===== config.mk =====
export PLATFORM = sky130hd
export DESIGN_NAME = tc_lfsr32
export DESIGN_NICKNAME = d
export VERILOG_FILES = /design/src/rtl/tc_adder_pkg.sv /design/src/rtl/tc_lfsr32.sv
export SDC_FILE = /design/constraint.sdc
export NUM_CORES = 1
export LEC_CHECK = 0
export CAP_MARGIN = 20
export CORE_UTILIZATION = 52
export CTS_BUF_LIST = sky130_fd_sc_hd__clkbuf_16
export CTS_CLUSTER_SIZE = 14
export DETAILED_ROUTE_END_ITERATION = 16
export GPL_ROUTABILITY_DRIVEN = 0
export PLACE_DENSITY = 0.94
export SYNTH_ARGS = -nofsm -noshare
export SYNTH_HDL_FRONTEND = slang
export SYNTH_SLANG_ARGS = --single-unit
export TNS_END_PERCENT = 30

===== constraint.sdc =====
create_clock -name clk -period 2.2 [get_ports clk]
set_clock_uncertainty 0.2 [all_clocks]
set_input_delay 0.22 -clock clk [delete_from_list [all_inputs] [get_ports clk]]
set_output_delay 0.22 -clock clk [all_outputs]
set_load 0.005 [all_outputs]

===== src/rtl/tc_adder_pkg.sv =====
// rtl/tc_adder_pkg.sv - shared types and constants for the tc_lib adder checker
package tc_adder_pkg;

    typedef enum logic [1:0] {
        IDLE  = 2'd0,
        RUN   = 2'd1,
        DRAIN = 2'd2,
        DONE  = 2'd3
    } state_t;

    localparam logic [31:0] LFSR_TAPS = 32'h8020_0003;

    localparam logic MODE_LFSR  = 1'b0;
    localparam logic MODE_COUNT = 1'b1;

endpackage


===== src/rtl/tc_lfsr32.sv =====
// rtl/tc_lfsr32.sv - 32-bit right-shifting Galois LFSR with enable and reseed on reset
module tc_lfsr32
    import tc_adder_pkg::*;
#(
    parameter logic [31:0] SEED  = 32'h1,
    parameter logic [31:0] TAPS  = LFSR_TAPS,
    parameter int          OUT_W = 32
) (
    input  logic             clk,
    input  logic             rst,
    input  logic             en,
    output logic [OUT_W-1:0] value
);

    logic [31:0] lfsr_q;
    logic [31:0] lfsr_nxt;

    // Bit 0 falls out and, when set, folds the tap mask back into the shifted state.
    always_comb begin
        lfsr_nxt = {1'b0, lfsr_q[31:1]};
        if (lfsr_q[0]) begin
            lfsr_nxt = lfsr_nxt ^ TAPS;
        end
    end

    always_ff @(posedge clk) begin
        if (rst) begin
            lfsr_q <= SEED;
        end else if (en) begin
            lfsr_q <= lfsr_nxt;
        end
    end

    assign value = lfsr_q[OUT_W-1:0];

endmodule


[Word level (Yosys, flattened, before mapping)]
Index checks and enable logic that the tools add are counted.
Word-level totals
  bits in registers: 32
  input bits: 3
  output and inout bits: 32
  logic and storage cells: 3
Operators by class
  mux-type cells: 1
  bitwise logic cells: 1
Operator list (count)
  two-way mux 32 bit: 1
  NOT 3 -> 4 bit: 1

[Depth between registers and ports, before layout]
Gate-level depths: netlist of run 1.
  depth in word-level cells: 2
  gate-level depth with buffers: 4
  gate-level depth less buffers: 2

[Least setup slack after synthesis of run 1]
OpenSTA, ideal clock, no wires.
  path kind: input -> register
  from: input port en
  to: register lfsr_q[10] (netlist: value[10])
  library setup time: 0.128 ns
  data arrival time: 0.697 ns
  required time: 1.872 ns
  setup slack: 1.176 ns
  stages: 4
  buffers on the path: 2
  cells stage by stage: buf_6 buf_12 mux2i_1 nor2_1
RTL lines
  from (decl): line tc_lfsr32.sv:11  | input logic en,
  to (signal assigned): line tc_lfsr32.sv:30  | lfsr_q <= lfsr_nxt;
  to (decl): line tc_lfsr32.sv:15  | logic [31:0] lfsr_q;

[Worst setup path after layout of run 1]
  from: register lfsr_q[0] (netlist: value[0])
  to: output port value[0]
RTL lines
  to (decl): line tc_lfsr32.sv:12  | output logic [OUT_W-1:0] value
No word-level cell between the ends.

==> results of run 1 <==
layout make-up:
type	count	area share, %
clock buffers	5	7.65
flip-flops and latches	32	39.2
repair buffers	36	22.2
well taps	30	2.30
multi-input cells	67	28.7
layer usage:
metal  part of all wire, %  track usage (%)  vias up
met5                     0                0        -
met4                   2.6             11.5        0
met3                   5.5             9.32        7
met2                    51             31.9       25
met1                    41             19.7      408
li1                      -                -      420
power by group through the flow:
stage          clock network [mW]  registers [mW]  logic (mW)
6_report                    0.613           0.601      0.0757
5_1_grt                     0.653           0.601      0.0824
4_1_cts                     0.624           0.601      0.0768
3_5_place_dp                    0           0.612      0.0759
3_3_place_gp                    0           0.611      0.0740
2_1_floorplan                   0           0.609      0.0692
cells in the final DEF, fill, tap and decap left out:
cell type,synthesis,final
dfxtp_1,32,32
clkdlybuf4s50_1,0,33
nor2_1,31,31
clkbuf_16,0,5
xnor2_1,2,2
buf_12,3,1
a211oi_2,2,2
mux2i_1,29,29
buf_4,29,1
buf_2,1,1
o21bai_1,1,1
and3_2,1,1
a21oi_1,1,1
how the worst max path moves through the flow:
| stage | cells past startpoint | end | start | slack [ns] |
|---|---|---|---|---|
| finish | 1 | value[0] | value[0] | 0.50 |
| global route | 1 | value[0] | value[0] | 0.48 |
| CTS | 1 | value[0] | value[0] | 0.48 |
| detailed placement | 4 | value[25] | en | 0.73 |
| global placement | 4 | value[27] | en | 0.78 |
| floorplan | 4 | value[10] | en | 1.18 |
kinds of logic (layout without fill, tap and decap cells):
logic type	after synthesis	count (layout)	share of synthesized area [%]
DFF	32	32	45.4
AOI/OAI and AO/OA	4	4	2.66
and+or+nand+nor	32	32	8.78
muxes	29	29	20.6
buffers and inverters	36	41	21.4
xor gates and xnor gates	2	2	1.24
synthesized netlist by cell type, drive strengths merged:
master  instances
mux2i          29
a211oi          2
a21oi           1
dfxtp          32
o21bai          1
and3            1
clkbuf          2
buf            34
xnor2           2
nor2           31
metrics by stage:
step / total power [mW] / utilization [%] / std cells
2_1_floorplan: 0.678 / - / 135
3_3_place_gp: 0.685 / 59.9 / 165
3_5_place_dp: 0.687 / 59.9 / 165
4_1_cts: 1.30 / 64.8 / 170
5_1_grt: 1.34 / 64.8 / 170
6_report: 1.29 / 64.8 / 170
==> impl_metrics.csv, run 1 <==
group,metric,value,unit
run_status,status,"finished, final reports clean",
synthesis,yosys_register_bits,32,
timing,finalHoldWorstSlack,0.283,ns
worst_hold_path,min_path_type,"primary input to flop",
synthesis,synth_seq_area_share,45.4,%
global_routing,grt_pass1_wl,3.71,mm
synthesis,synthTopCellsByArea,"dfxtp_1 (45%), mux2i_1 (21%), buf_4 (15%)",
critical_path,end_kind,"output pin",
flow_run,cap_violations,0,
critical_path,criticalPathCategory,"flop to output pin",
pwr,powerDensity,789,nW/µm²
placed_design,placed_area,1510,µm²
timing,setup_tns,0,ns
critical_path,critical-path-top-delay-family,"buffers and inverters",
synthesis,synth_top_area_share,45.4,%
synthesis,netlist_instances,135,
floorplan,io_pins,35,
finish,diodes,0,
clock_tree,h-tree-depth,2,
clock_tree,holdBufCountCts,0,
critical_path,crit_chain,"clkdlybuf4s50_1",
placed_design,portBuffers,34,
pwr,switchingPower,260,µW
detailed_routing,via_count,860,
floorplan,fp.dieH,54.1,µm
floorplan,start_util,56.0,%
placed_design,place_ws,0.733,ns
clock_tree,cts_made_buffers,5,
floorplan,rows,18,
detailed_routing,drc_errors,0,
global_routing,grt.total_usage,19.3,%
worst_hold_path,hold_end,"value[31]",
pwr,p_int,1.03,mW
detailed_routing,drt_first_pass_iters,4,
timing,period_share,77.1,%
clock_tree,clock-root-buffer,"clkbuf_16",
critical_path,r2r_cells,2,
finish,multi_input_area,469,µm²
critical_path,required,1.78,ns
global_routing,grt_overflow,0,
critical_path,startpoint_type,"flop",
worst_hold_path,hold-path-cell-count,3,
pwr,power_frac_comb,5.9,%
worst_hold_path,hold_start,"en",
timing,setup_ws,0.504,ns
finish,largest_reg_flops,32,
timing,setup_viol,0,
clock_tree,cts_setup_buffers,0,
finish,drive_above_1_share,7.86,%
clock_tree,cts.sinks,32,
critical_path,crit-reg2reg-launch,"value[0]",
placed_design,dp_hpwl,1.53,mm
global_routing,first_global_vias,801,
synthesis,synth-warning-count,0,
global_routing,grt_max_degree,33,
synthesis,synth_area_per_cell,10.5,µm²
critical_path,crit_slowest_cell,"clkdlybuf4s50_1",
timing,max_freq,590,MHz
timing,tightest_slew,0.470,ns
detailed_routing,drt_iter0_markers,10,
synthesis,yosysTopAreaCell,"dfxtp_1",
detailed_routing,drt-vias-per-instance,5.06,
detailed_routing,drtAntennaViolNets,0,
pwr,ir_drop,0.725,mV
timing,final.min_clock_period,1.70,ns
clock_tree,post_cts_resize_count,0,
pwr,p_clk_share,47.5,%
finish,design_area,1640,µm²
pwr,total_leakage_power,0.689,nW
critical_path,arrival,1.28,ns
pwr,swShare,20.2,%
floorplan,die_x,54.1,µm
critical_path,crit_buf_inv,1,
floorplan,core,2520,µm²
synthesis,ys_types,13,
clock_tree,path_clk_slew,0.05,ns
finish,nNetsFinal,145,
synthesis,synth_area,1410,µm²
detailed_routing,wirelength,2.32,mm
finish,area_delta_synth_final,15.9,%
critical_path,path_max_fanout,6,
clock_tree,clockBufferDepth,2,
pwr,pwr-share-seq,46.6,%
critical_path,r2r-end,"value[21]",
detailed_routing,wl_per_cell,13.7,µm
floorplan,die_area,2930,µm²
clock_tree,cts_tree,"built",
timing,slew_headroom,68.7,%
critical_path,slowest_delay,0.55,ns
finish,fillers,211,
critical_path,rrSetupSlack,1.10,ns
timing,rsz0062_at_grt,"false",
timing,hold_violations,0,
timing,slew_violations,0,
global_routing,grt_antenna_before_repair,0,
synthesis,syn-num-nets,138,
clock_tree,insertion_delay,0.27,ns
finish,seq_area,641,µm²
Note: power is estimated with default switching activity, not from simulation.
==> run 2: changes to the inputs <==
--- a/config.mk
+++ b/config.mk
@@ -6,12 +6,12 @@
 export NUM_CORES = 1
 export LEC_CHECK = 0
 export CAP_MARGIN = 20
-export CORE_UTILIZATION = 52
+export CORE_UTILIZATION = 43
 export CTS_BUF_LIST = sky130_fd_sc_hd__clkbuf_16
 export CTS_CLUSTER_SIZE = 14
 export DETAILED_ROUTE_END_ITERATION = 16
 export GPL_ROUTABILITY_DRIVEN = 0
-export PLACE_DENSITY = 0.94
+export PLACE_DENSITY = 0.84
 export SYNTH_ARGS = -nofsm -noshare
 export SYNTH_HDL_FRONTEND = slang
 export SYNTH_SLANG_ARGS = --single-unit
==> constraint.sdc (replaced) <==
create_clock -name clk -period 1.4 [get_ports clk]
set_clock_uncertainty 0.2 [all_clocks]
set_input_delay 0.14 -clock clk [delete_from_list [all_inputs] [get_ports clk]]
set_output_delay 0.14 -clock clk [all_outputs]
set_load 0.005 [all_outputs]
==> run 2 against run 1 <==
Effect of this change: utilization decreased by 11 points; cell count is 11% higher; clock power increased by 60%; wire length shrank 9.6%; sequential share of layout area up 0.75 points; setup slack got worse by 0.32 ns; flip-flop and latch count stayed put; clock-buffer cell count unchanged; power grew 58%; sequential power grew 57%; combinational power up 55%; critical endpoint is now value[26].
==> impl_metrics.csv, run 2 (synthesis gave the netlist of run 1 again) <==
group,metric,value,unit
run_status,status,"finished, final reports clean",
clock_tree,insertion_delay,0.27,ns
finish,largest_reg_flops,32,
critical_path,slowest_delay,0.35,ns
clock_tree,path_clk_slew,0.05,ns
floorplan,fp.dieH,59.3,µm
critical_path,criticalPathCategory,"flop to output pin",
global_routing,grt.total_usage,13.8,%
timing,tightest_slew,0.222,ns
critical_path,required,1.06,ns
finish,nNetsFinal,147,
clock_tree,cts.sinks,32,
critical_path,crit_buf_inv,1,
floorplan,die_x,59.3,µm
timing,period_share,86.7,%
critical_path,startpoint_type,"flop",
timing,setup_ws,0.186,ns
timing,setup_viol,0,
clock_tree,cts_tree,"built",
finish,diodes,0,
placed_design,portBuffers,34,
floorplan,rows,20,
detailed_routing,drtAntennaViolNets,0,
timing,slew_violations,0,
timing,final.min_clock_period,1.21,ns
finish,final_util,54.1,%
detailed_routing,drt_first_pass_iters,4,
pwr,powerDensity,1220,nW/µm²
finish,layout_common_cells,"nor2_1 (31), dlygate4sd2_1 (31), mux2i_1 (29), dfxtp_2 (19), dfxtp_1 (13)",
global_routing,grt_overflow,0,
detailed_routing,via_count,836,
clock_tree,clockBufferDepth,2,
detailed_routing,drt_iter0_markers,22,
floorplan,start_util,45.9,%
finish,drive_above_1_share,22.9,%
worst_hold_path,min_path_type,"primary input to flop",
critical_path,end_kind,"output pin",
detailed_routing,wirelength,2.10,mm
timing,hold_violations,0,
flow_run,cap_violations,0,
timing,rsz0062_at_grt,"false",
pwr,ir_drop,0.463,mV
detailed_routing,wl_per_cell,11.2,µm
critical_path,crit_slowest_cell,"dfxtp_1",
finish,seq_area,664,µm²
floorplan,io_pins,35,
clock_tree,cts_made_buffers,5,
global_routing,grt_pass1_wl,3.35,mm
finish,area_delta_synth_final,17.9,%
finish,multi_input_area,469,µm²
finish,fillers,291,
global_routing,grt_antenna_before_repair,0,
timing,slew_headroom,85.2,%
clock_tree,clock-root-buffer,"clkbuf_16",
floorplan,die_area,3520,µm²
floorplan,core,3080,µm²
global_routing,first_global_vias,674,
clock_tree,h-tree-depth,2,
placed_design,place_ws,0.141,ns
detailed_routing,drt-vias-per-instance,4.45,
timing,finalHoldWorstSlack,0.150,ns
placed_design,dp_hpwl,1.36,mm
critical_path,crit_chain,"dlygate4sd2_1",
critical_path,arrival,0.87,ns
timing,max_freq,823,MHz
pwr,total_power,2.04,mW
critical_path,critical-path-top-delay-family,"flip-flops",
pwr,total_leakage_power,0.871,nW
global_routing,grt_max_degree,36,
critical_path,path_max_fanout,3,
detailed_routing,drc_errors,0,
[run 2: cell count changes in the layout (fill, tap and decap cells not counted), sizes merged]
cell	previous run	this run
buf	3	5
dlygate4sd2	0	31
dlymetal6s2s	0	1
inv	0	1
clkinv	0	1
clkdlybuf4s50	33	1
[run 2: path summary, 6_finish.rpt]
path | start | endpoint | slack [ns] | cells after the start
setup / recovery | value[26] | value[26] | 0.19 | 1
hold reg to reg | value[14] | value[14] | 0.29 | 2
setup reg to reg | value[0] | value[21] | 0.32 | 3
hold / removal | en | value[21] | 0.15 | 3
[run 2: timing repair]
item,CTS,global route
hold buffers,0,0
resized for setup,50,1
setup endpoints to repair,32,1
buffers inserted,0,0
[run 2: report_power, final]
part           leakage (nW)  total (mW)  internal, mW  switching, mW
clock                0.0709       0.978         0.635          0.343
combinational         0.532       0.117        0.0592         0.0575
sequential            0.268       0.942         0.931         0.0118
total                 0.871        2.04          1.62          0.412
[run 2: per-stage QoR]
step           cell area, µm²  cells  TNS [ns]
2_1_floorplan            1410    135         0
3_3_place_gp             1540    181         0
3_5_place_dp             1540    181         0
4_1_cts                  1660    188   -0.0528
5_1_grt                  1660    188         0
6_report                 1660    188         0
[run 2: per-layer routing]
metal  global-route usage (%)  vias up  share of wire (%)
li1                         -      425                  -
met1                     16.6      379                 45
met2                     18.6       25                 45
met3                     6.33        7                6.3
met4                     11.2        0                3.4
met5                        0        -                  0
[run 2: final cells by class]
| cell class | instances | area share (%) |
|---|---|---|
| well taps | 44 | 3.31 |
| clock inverters | 2 | 0.526 |
| repair buffers | 38 | 20.5 |
| clock buffers | 5 | 7.52 |
| multi-input cells | 67 | 28.2 |
| flip-flops and latches | 32 | 39.9 |
==> run 3: changes to the inputs <==
--- a/config.mk
+++ b/config.mk
@@ -5,7 +5,6 @@
 export SDC_FILE = /design/constraint.sdc
 export NUM_CORES = 1
 export LEC_CHECK = 0
-export CAP_MARGIN = 20
 export CORE_UTILIZATION = 43
 export CTS_BUF_LIST = sky130_fd_sc_hd__clkbuf_16
 export CTS_CLUSTER_SIZE = 14
==> results of run 3 <==
Final layout, timing and power as in run 2 (identical DEF).
